## config.mk

```make
export PLATFORM = sky130hd
export DESIGN_NAME = prio_enc_reg_flat
export DESIGN_NICKNAME = d
export VERILOG_FILES = /design/src/rtl/prio_enc_pkg.sv /design/src/rtl/prio_enc_reg_if.sv /design/src/rtl/prio_enc_core.sv /design/src/rtl/prio_enc_reg.sv /design/src/flat_wrapper.sv
export SDC_FILE = /design/constraint.sdc
export NUM_CORES = 1
export LEC_CHECK = 0
export ABC_AREA = 1
export CAP_MARGIN = 20
export CORE_AREA = 2 2 39 41
export CTS_BUF_LIST = sky130_fd_sc_hd__clkbuf_8
export CTS_CLUSTER_SIZE = 20
export DETAILED_ROUTE_END_ITERATION = 16
export DIE_AREA = 0 0 41 43
export HOLD_SLACK_MARGIN = 0.15
export PLACE_DENSITY = 0.57
export SLEW_MARGIN = 20
export SYNTH_ARGS = -nofsm -noshare
export SYNTH_HDL_FRONTEND = slang
export SYNTH_SLANG_ARGS = --single-unit
```

## constraint.sdc

```tcl
create_clock -name clk -period 0.85 [get_ports clk]
set_input_delay 0.1275 -clock clk [delete_from_list [all_inputs] [get_ports clk]]
set_output_delay 0.1275 -clock clk [all_outputs]
set_load 0.02 [all_outputs]
```

## src/rtl/prio_enc_pkg.sv

```systemverilog
// prio_enc_pkg: shared helpers and types for the registered priority encoder.
//   clog2_min1(n) : index width for n requests, never less than 1 bit.
//   N_DEFAULT / W_DEFAULT / idx_t : default request count and index type.
package prio_enc_pkg;

  function automatic int clog2_min1(input int n);
    return (n <= 2) ? 1 : $clog2(n);
  endfunction

  localparam int N_DEFAULT = 8;
  localparam int W_DEFAULT = clog2_min1(N_DEFAULT);

  typedef logic [W_DEFAULT-1:0] idx_t;

endpackage

```

## src/rtl/prio_enc_reg_if.sv

```systemverilog
// prio_enc_reg_if: request/result handshake bundle of the priority encoder.
//   en, in[N], in_valid      : request side, driven by the producer
//   in_ready                 : encoder can accept this cycle
//   out[W], out_zero         : registered result (index, all-zero flag)
//   out_valid / out_ready    : result handshake toward the consumer
// Modports: master = producer/consumer side, slave = encoder side.
interface prio_enc_reg_if
  import prio_enc_pkg::*;
#(
  parameter int N = 8,
  localparam int W = clog2_min1(N)
) ();

  logic         en;
  logic [N-1:0] in;
  logic         in_valid;
  logic         in_ready;
  logic [W-1:0] out;
  logic         out_zero;
  logic         out_valid;
  logic         out_ready;

  modport master (
    output en, in, in_valid, out_ready,
    input  in_ready, out, out_zero, out_valid
  );

  modport slave (
    input  en, in, in_valid, out_ready,
    output in_ready, out, out_zero, out_valid
  );

endinterface

```

## src/rtl/prio_enc_core.sv

```systemverilog
// prio_enc_core: combinational priority search.
//   vec[N]   : request vector
//   start[W] : highest-priority position; search runs start, start-1, ..., 0,
//              N-1, ..., start+1
//   idx[W]   : winning position (0 when vec is all zero)
//   zero     : 1 when vec has no bit set
// start must be below N.
module prio_enc_core
  import prio_enc_pkg::*;
#(
  parameter int N = 8,
  localparam int W = clog2_min1(N)
) (
  input  logic [N-1:0] vec,
  input  logic [W-1:0] start,
  output logic [W-1:0] idx,
  output logic         zero
);

  int pos;

  // Walk from the farthest distance toward start so that the nearest set
  // bit in priority order is the last one written.
  always_comb begin
    idx = '0;
    pos = 0;
    for (int k = N - 1; k >= 0; k--) begin
      pos = int'(start) - k;
      if (pos < 0) begin
        pos = pos + N;
      end
      if (vec[pos]) begin
        idx = W'(pos);
      end
    end
  end

  assign zero = ~|vec;

endmodule

```

## src/rtl/prio_enc_reg.sv

```systemverilog
// prio_enc_reg: registered N-to-log2(N) priority encoder with valid/ready on
// both sides and a one-entry output register.
//   clk   : rising-edge clock
//   rst_n : asynchronous active-low reset
//   bus   : prio_enc_reg_if.slave (en, in, in_valid, in_ready, out,
//           out_zero, out_valid, out_ready)
// Optional macro RR_PRIORITY_EN: when defined, priority rotates so the last
// winner becomes lowest priority; otherwise the highest set index wins.
module prio_enc_reg
  import prio_enc_pkg::*;
#(
  parameter int N = 8,
  localparam int W = clog2_min1(N)
) (
  input logic         clk,
  input logic         rst_n,
  prio_enc_reg_if.slave bus
);

  localparam logic [W-1:0] LAST_IDX = W'(N - 1);

  logic [W-1:0] out_reg;
  logic         zero_reg;
  logic         valid_reg;
  logic [W-1:0] start;
  logic [W-1:0] core_idx;
  logic         core_zero;
  logic         accept;

  // A drain and a new accept may share an edge, giving one result per cycle.
  assign bus.in_ready = bus.en && (!valid_reg || bus.out_ready);
  assign accept       = bus.in_valid && bus.in_ready;

  prio_enc_core #(.N(N)) u_core (
    .vec   (bus.in),
    .start (start),
    .idx   (core_idx),
    .zero  (core_zero)
  );

`ifdef RR_PRIORITY_EN
  logic [W-1:0] ptr_reg;

  // Pointer moves just below the last winner; zero vectors leave it alone.
  always_ff @(posedge clk or negedge rst_n) begin
    if (!rst_n) begin
      ptr_reg <= LAST_IDX;
    end else if (accept && !core_zero) begin
      ptr_reg <= (core_idx == '0) ? LAST_IDX : core_idx - 1'b1;
    end
  end

  assign start = ptr_reg;
`else
  assign start = LAST_IDX;
`endif

  always_ff @(posedge clk or negedge rst_n) begin
    if (!rst_n) begin
      out_reg   <= '0;
      zero_reg  <= 1'b0;
      valid_reg <= 1'b0;
    end else if (accept) begin
      out_reg   <= core_idx;
      zero_reg  <= core_zero;
      valid_reg <= 1'b1;
    end else if (bus.out_ready) begin
      valid_reg <= 1'b0;
    end
  end

  assign bus.out       = out_reg;
  assign bus.out_zero  = zero_reg;
  assign bus.out_valid = valid_reg;

endmodule

```

## src/flat_wrapper.sv

```systemverilog
// flat-port wrapper written by rule: the top's interface ports become plain ports
module prio_enc_reg_flat import prio_enc_pkg::*;
#(
  parameter int N = 8,
  localparam int W = clog2_min1(N)
)
  (clk, rst_n, bus_en, bus_in, bus_in_valid, bus_out_ready, bus_in_ready, bus_out, bus_out_zero, bus_out_valid);
  prio_enc_reg_if #(.N(N)) bus_i ();
  input logic clk;
  input logic rst_n;
  input wire logic [$bits(bus_i.en)-1:0] bus_en;
  input wire logic [$bits(bus_i.in)-1:0] bus_in;
  input wire logic [$bits(bus_i.in_valid)-1:0] bus_in_valid;
  input wire logic [$bits(bus_i.out_ready)-1:0] bus_out_ready;
  output wire logic [$bits(bus_i.in_ready)-1:0] bus_in_ready;
  output wire logic [$bits(bus_i.out)-1:0] bus_out;
  output wire logic [$bits(bus_i.out_zero)-1:0] bus_out_zero;
  output wire logic [$bits(bus_i.out_valid)-1:0] bus_out_valid;
  assign bus_i.en = bus_en;
  assign bus_i.in = bus_in;
  assign bus_i.in_valid = bus_in_valid;
  assign bus_i.out_ready = bus_out_ready;
  assign bus_in_ready = bus_i.in_ready;
  assign bus_out = bus_i.out;
  assign bus_out_zero = bus_i.out_zero;
  assign bus_out_valid = bus_i.out_valid;
  prio_enc_reg #(.N(N)) u_core (.clk(clk), .rst_n(rst_n), .bus(bus_i));
endmodule
```

Word level (Yosys, flattened, before mapping)
Cells that the tools add are included.
{"block": "totals", "ff_bits": 5, "input_bits": 13, "out_inout_bits": 6, "elab_cells": 19}
{"block": "op_classes", "muxes": 9, "reduce_logical": 7}
{"op": "3-bit two-way mux", "count": 6}
{"op": "8-bit OR reduction", "count": 1}
{"op": "1-bit two-way mux", "count": 3}
{"op": "1-bit logical AND", "count": 2}
{"op": "1-bit logical NOT", "count": 2}
{"op": "2-bit nonzero test", "count": 1}
{"op": "1-bit logical OR", "count": 1}

Depth between registers and ports, before layout
Gate-level depths: netlist (run 1).
{"block": "logic_depth", "depth_word": 7, "depth_mapped": 7, "mapped_depth_nobuf": 7}

Modules after synthesis
A second synthesis (run 1) with hierarchy kept.
{"block": "unflattened", "cells_unflattened": 152, "area_unflattened_um2": 888.4}
{"mod": "prio_enc_core", "n_inst": 1, "cells_per_inst": 129, "area_each_um2": 673.1}
{"mod": "prio_enc_reg", "n_inst": 1, "cells_per_inst": 23, "area_each_um2": 215.2}

Worst setup path before layout (run 1)
No wires, ideal clock.
{"block": "synth_path", "path_kind": "register to register", "start": "reg u_core.valid_reg, in the netlist u_core.bus.out_valid", "end": "reg u_core.zero_reg, in the netlist u_core.bus.out_zero", "setup_time_ps": 65, "t_arrival_ps": 881, "required_time_ps": 785, "setup_slack_ps": -96, "path_stages_with_launch": 6, "n_path_buf": 0, "path_cell_list": "dfrtp_1 nand2_2 nand3_4 nor2_2 nand3_1 nand2_1"}
{"block": "synth_via", "elab_chain_cells": 4}
{"element": "start: declaration", "line": "prio_enc_reg.sv:24", "rtl": "logic valid_reg;"}
{"element": "start signal: assignment", "line": "prio_enc_reg.sv:62", "rtl": "valid_reg <= 1'b0;"}
{"element": "start signal: assignment", "line": "prio_enc_reg.sv:66", "rtl": "valid_reg <= 1'b1;"}
{"element": "start signal: assignment", "line": "prio_enc_reg.sv:68", "rtl": "valid_reg <= 1'b0;"}
{"element": "1-bit logical NOT", "line": "prio_enc_reg.sv:31", "rtl": "assign bus.in_ready = bus.en && (!valid_reg || bus.out_ready);"}
{"element": "1-bit logical OR", "line": "prio_enc_reg.sv:31"}
{"element": "1-bit logical AND", "line": "prio_enc_reg.sv:31"}
{"element": "1-bit logical AND", "line": "prio_enc_reg.sv:32", "rtl": "assign accept = bus.in_valid && bus.in_ready;"}
{"element": "end signal: assignment", "line": "prio_enc_reg.sv:65", "rtl": "zero_reg <= core_zero;"}
{"element": "end: declaration", "line": "prio_enc_reg.sv:23", "rtl": "logic zero_reg;"}
No other way between the ends.
A chain may end at the register's enable or synchronous reset.

Worst setup path after layout (run 1)
{"block": "layout_path", "start": "reg u_core.valid_reg, in the netlist u_core.bus.out_valid", "end": "out bus_in_ready"}
{"block": "layout_via", "elab_chain_cells": 3}
{"element": "1-bit logical NOT", "line": "prio_enc_reg.sv:31"}
{"element": "1-bit logical OR", "line": "prio_enc_reg.sv:31"}
{"element": "1-bit logical AND", "line": "prio_enc_reg.sv:31"}
{"element": "end: declaration", "line": "flat_wrapper.sv:15", "rtl": "output wire logic [$bits(bus_i.in_ready)-1:0] bus_in_ready;"}
No other way between the ends.

==> flow_summary_export.csv, run 1 <==
group,metric,value,unit
status,status,"finished, violations left",
status,violations,"setup timing",
synthesis,synth.mux.area_fraction,0,%
final_layout,final_util,42.1,%
clocking,clk_path_buf_depth,2,
final_layout,area_growth,103,%
floorplan,fp.dieH,43,um
sta,drv_slew,0,
worst_setup_path,cp.arrival,0.91,ns
sta,rsz0062_at_grt,"true",
synthesis,synth_area,287,um2
sta,final.period_utilization,122,%
route,wirelength,670,um
power_and_ir_drop,leakage,0.308,nW
job,maxCapViolCount,0,
worst_setup_path,cp_num_buf_inv,1,
power_and_ir_drop,p_sw,0.240,mW
synthesis,synth_fa_ha_area_share,0,%
synthesis,async_reset_ff_share,100,%
synthesis,yosysWarningCount,0,
power_and_ir_drop,fin_total_pwr,0.953,mW
synthesis,synth-compound-area-share,7.86,%
route,dr_total_vias,312,
power_and_ir_drop,p_int,0.713,mW
final_layout,antenna_cells,0,
worst_setup_path,worst_setup_path_start_kind,"flop",
sta,fmax,963,MHz
power_and_ir_drop,sequentialPowerShare,29.4,%
floorplan,initial_core_util,20.7,%
sta,period_needed,1.04,ns
sta,hold_viol,0,
placement,place_congestion,0.682,
worst_setup_path,end_kind,"primary output",
worst_setup_path,crit_start,"u_core.bus.out_valid",
synthesis,syn_nets,52,
final_layout,drive_gt1_share,31.8,%
min_path,hp-class,"in2async",
route,routed-wl-met2,299,um
worst_setup_path,rrSetupSlack,-0.13,ns
floorplan,dieArea,1760,um2
route,via_per_inst,3.80,
sta,worst_hold_slack,0.130,ns
power_and_ir_drop,p_sw_share,25.2,%
final_layout,final_nets,80,
floorplan,pin_count,19,
floorplan,rows,14,
placement,numPortBuffers,18,
route,drt-met1-wl,288,um
placement,post-place-ws,-0.679,ns
synthesis,synth_top_family_by_area,"simple AND/OR/NAND/NOR gates",
synthesis,ys_seq_area_share,43.7,%
synthesis,netlist_top_cells_area,"dfrtp_1 44%, nand2_1 14%, inv_1 12%, nand3_4 6.1%, nor2_2 4.4%",
worst_setup_path,r2r-end,"u_core.bus.out_zero",
worst_setup_path,cp.depth,3,
clocking,root_buffer,"clkbuf_8",
route,drtPass1Iterations,3,
sta,setup_viol,10,
power_and_ir_drop,power.density,1630,nW/um2
global_routing,track_usage,8.77,%
global_routing,antenna_found_initial,0,
synthesis,ys.flop_type,"dfrtp_1",
worst_setup_path,cp.required,0.72,ns
power_and_ir_drop,vdd_drop_max,0.472,mV
route,route.detailed.drc,0,
synthesis,synth_xor_area_share,0,%
global_routing,grt_max_degree,9,
placement,dp.final_hpwl,538,um
clocking,clkLatencyLatePin,0.22,ns
synthesis,synth_simple_gate_area_share,36.7,%
global_routing,grt_pass1_wl,1010,um
route,post_drt_wl_per_cell,8.17,um
synthesis,syn_inst,39,
floorplan,die_w,41,um
worst_setup_path,path_cells,"nand2_2 > and2_4 > buf_6",
worst_setup_path,path_delay_family,"flip-flops",
sta,tightest_slew,0.229,ns
worst_setup_path,slowest_delay,0.40,ns
synthesis,ys_ff_latch,5,
clocking,htree_levels,1,
sta,slew_headroom,84.7,%
power_and_ir_drop,combPwrFrac,25.8,%
sta,fin_ws,-0.188,ns
worst_setup_path,r2r_cells,6,
sta,finalSetupTns,-0.759,ns
synthesis,yosysTopAreaCellShare,43.7,%
route,route.antenna.remaining_nets,0,
clocking,clk_pin_slew_worst_paths,0.03,ns
clocking,cts_sinks,5,
worst_setup_path,worstSetupPathType,"reg2out",
final_layout,largest_reg_flops,3,
synthesis,synth_common_cells,"11 x nand2_1, 9 x inv_1, 5 x dfrtp_1, 3 x nor2_1",
synthesis,syn_area_per_cell,7.35,um2
final_layout,num-fill-cells,148,
clocking,cts_buffers,3,
clocking,cts_tree,"yes",
worst_setup_path,cp_max_fo,2,
global_routing,grt_pass1_vias,292,
sta,fin_skew,0.000350,ns
route,first_iter_violations,4,
power_and_ir_drop,pwr-share-clk,44.9,%
floorplan,core_area,1380,um2
route,highest_layer,"met4",
route,met3WireLength,65,um
synthesis,synth-edff-count,0,
global_routing,overflow,0,
worst_setup_path,slowest_stage,"dfrtp_2",
synthesis,synth.most_common_cell,"nand2_1",
synthesis,yosys.cell_types.count,12,
worst_setup_path,r2r_start,"u_core.bus.out_valid",
synthesis,synth_area_leader_cell,"dfrtp_1",
==> stage by stage <==
step	instances	area [um2]
finish	82	583
floorplan	39	289
global route	82	583
global placement	77	519
detailed placement	77	519
CTS	82	578
==> what timing repair did <==
action                                  4_1_cts  5_1_grt
setup buffers                                 1        0
resized for setup                            37        1
hold endpoints to repair                      5        5
endpoints found under the setup margin       10       11
==> final cells by class <==
class | count | area (um2) | share of cell area, %
Inverter | 9 | 33.8 | 5.79
Multi-Input combinational cell | 25 | 140 | 24.0
Clock inverter | 1 | 3.75 | 0.644
Sequential cell | 5 | 126 | 21.7
Timing Repair Buffer | 23 | 218 | 37.3
Tap cell | 16 | 20.0 | 3.43
Clock buffer | 3 | 41.3 | 7.08
==> logic make-up after synthesis <==
kind of cell           count (synthesis)
AND/OR/NAND/NOR                       21
flip-flops                             5
AO/OA/AOI/OAI                          4
buffers and inverters                  9
==> metal layers <==
| metal | vias to the layer above | track usage [%] |
|---|---|---|
| met5 | - | 0 |
| met4 | 0 | 8.00 |
| met3 | 2 | 1.57 |
| met2 | 15 | 15.0 |
| met1 | 126 | 7.82 |
| li1 | 169 | - |
==> worst max path at each step <==
stage,end
6_report,bus_in_ready
5_1_grt,u_core.bus.out[0]
4_1_cts,bus_in_ready
3_5_place_dp,bus_in_ready
3_3_place_gp,bus_in_ready
2_1_floorplan,u_core.bus.out_zero
==> power by group through the flow <==
stage	Sequential, mW	Clock, mW	Combinational (mW)
after floorplan	0.308	0	0.0634
after global placement	0.278	0	0.241
after detailed placement	0.279	0	0.240
after CTS	0.280	0.440	0.249
after global routing	0.282	0.451	0.272
final	0.280	0.427	0.245
==> cell usage in the layout, fill, tap and decap left out <==
cell type	instances
buf_4	5
dfrtp_2	1
buf_6	5
o21a_1	1
nand2_1	11
and2_4	1
dlygate4sd2_1	1
o21ai_0	1
nand3_4	1
nand3_1	1
inv_1	10
dfrtp_1	4
nor2_1	3
nand2_2	1
nand3_2	1
buf_2	1
nor2_4	1
a21oi_1	2
clkbuf_8	3
nor2_2	1
clkdlybuf4s50_1	11
No activity file was read; power rests on OpenSTA's default activity.
==> run 2, diff against run 1 <==
--- a/config.mk
+++ b/config.mk
@@ -7,11 +7,11 @@
 export LEC_CHECK = 0
 export ABC_AREA = 1
 export CAP_MARGIN = 20
-export CORE_AREA = 2 2 39 41
-export CTS_BUF_LIST = sky130_fd_sc_hd__clkbuf_8
+export CORE_AREA = 4 4 41 43
+export CTS_BUF_LIST = sky130_fd_sc_hd__clkbuf_16
 export CTS_CLUSTER_SIZE = 20
 export DETAILED_ROUTE_END_ITERATION = 16
-export DIE_AREA = 0 0 41 43
+export DIE_AREA = 0 0 45 47
 export HOLD_SLACK_MARGIN = 0.15
 export PLACE_DENSITY = 0.57
 export SLEW_MARGIN = 20
==> flow_summary_export.csv, run 2 (synthesis results as in run 1) <==
group,metric,value,unit
status,status,"finished, violations left",
status,violations,"setup timing",
placement,place_congestion,0.697,
global_routing,track_usage,9.37,%
final_layout,antenna_cells,0,
global_routing,overflow,0,
worst_setup_path,cp.arrival,0.91,ns
floorplan,die_w,45,um
route,via_per_inst,4.06,
sta,tightest_slew,0.237,ns
floorplan,core_area,1300,um2
power_and_ir_drop,leakage,0.329,nW
sta,setup_viol,11,
worst_setup_path,worstSetupPathType,"reg2out",
sta,drv_slew,0,
final_layout,final_nets,81,
power_and_ir_drop,fin_total_pwr,1.30,mW
clocking,cts_tree,"yes",
placement,dp.final_hpwl,569,um
sta,hold_viol,0,
floorplan,fp.dieH,47,um
route,drtPass1Iterations,2,
final_layout,final_util,48.3,%
final_layout,drive_gt1_share,34.3,%
sta,rsz0062_at_grt,"true",
worst_setup_path,cp.required,0.72,ns
clocking,clkLatencyLatePin,0.23,ns
final_layout,final_area,628,um2
worst_setup_path,rrSetupSlack,-0.16,ns
clocking,root_buffer,"clkbuf_16",
final_layout,area_growth,119,%
final_layout,num-fill-cells,153,
clocking,cts_sinks,5,
clocking,cts_buffers,3,
global_routing,grt_pass1_wl,1270,um
sta,period_needed,1.04,ns
placement,numPortBuffers,18,
clocking,clk_pin_slew_worst_paths,0.03,ns
sta,slew_headroom,84.2,%
worst_setup_path,slowest_stage,"dfrtp_2",
floorplan,dieArea,2120,um2
global_routing,grt_max_degree,9,
power_and_ir_drop,vdd_drop_max,0.769,mV
route,post_drt_wl_per_cell,9.37,um
global_routing,grt_pass1_vias,308,
final_layout,final_cell_mix,"11 x nand2_1, 11 x clkdlybuf4s50_1, 10 x inv_1",
clocking,clk_path_buf_depth,2,
worst_setup_path,path_cells,"nand2_2 > and2_4 > buf_6",
floorplan,initial_core_util,22.0,%
global_routing,antenna_found_initial,0,
route,wirelength,768,um
worst_setup_path,slowest_delay,0.39,ns
min_path,hp-class,"in2async",
placement,place_area,518,um2
sta,fin_skew,0.00211,ns
route,route.antenna.remaining_nets,0,
job,maxCapViolCount,0,
power_and_ir_drop,power.density,2070,nW/um2
worst_setup_path,worst_setup_path_start_kind,"flop",
floorplan,rows,13,
route,dr_total_vias,333,
floorplan,pin_count,19,
worst_setup_path,cp_max_fo,2,
route,first_iter_violations,2,
worst_setup_path,end_kind,"primary output",
sta,final.period_utilization,123,%
final_layout,largest_reg_flops,3,
clocking,htree_levels,1,
route,route.detailed.drc,0,
sta,fmax,959,MHz
sta,fin_ws,-0.192,ns
## run 2: cell types whose count changed in the layout (fill, tap and decap cells not counted), sizes merged
cell / previous run / this run
buf: 11 / 12
## run 2: report_power, final
| part | internal [mW] | total [mW] | switching, mW |
|---|---|---|---|
| sequential | 0.264 | 0.281 | 0.0171 |
| combinational | 0.149 | 0.261 | 0.112 |
| clock | 0.609 | 0.761 | 0.152 |
## run 2: metal layers
metal,wire (um),vias to the layer above,GRT usage (%)
li1,-,171,-
met1,254,142,8.76
met2,378,17,14.7
met3,111,3,6.13
met4,23,0,7.02
met5,0,-,0
## run 2: through the flow
stage                     TNS [ns]  worst slack [ns]  instances  hold slack, ns
after floorplan             -0.208           -0.0628         39          -0.168
after global placement       -3.33            -0.689         76           0.369
after detailed placement     -3.42            -0.686         76           0.365
after CTS                   -0.925            -0.201         81           0.130
after global routing         -1.41            -0.226         82           0.151
final                       -0.969            -0.192         82           0.127
## run 2: path summary, 6_finish.rpt
| check | start | to | cells past startpoint |
|---|---|---|---|
| max in group asynchronous | rst_n | u_core.bus.out_valid | 1 |
| min in group clk | bus_out_ready | u_core.bus.out_valid | 5 |
| worst min register to register | u_core.bus.out_zero | u_core.bus.out_zero | 2 |
| worst min-delay path | rst_n | u_core.bus.out[0] | 1 |
| worst max-delay path | u_core.bus.out_valid | bus_in_ready | 3 |
| worst max register to register | u_core.bus.out_valid | u_core.bus.out[0] | 6 |
## run 2: area by class of cell
type	count	area, um2	area share (%)
Sequential cell	5	126	20.1
Inverter	9	33.8	5.38
Clock inverter	1	3.75	0.598
Multi-Input combinational cell	25	141	22.5
Timing Repair Buffer	24	229	36.5
Tap cell	15	18.8	2.99
Clock buffer	3	75.1	12.0
## run 2: what timing repair did
item,CTS,global route
gates resized for setup,39,1
setup endpoints to repair,10,11
hold endpoints to repair,5,0
pin swaps,0,0
setup buffers,1,1
## run 2: worst max-delay path, delay by kind of cell, from the launching register on
| kind | cells | cell delay [ns] |
|---|---|---|
| flip-flops | 1 | 0.39 |
| AND/OR/NAND/NOR | 2 | 0.19 |
| buffers and inverters | 1 | 0.10 |
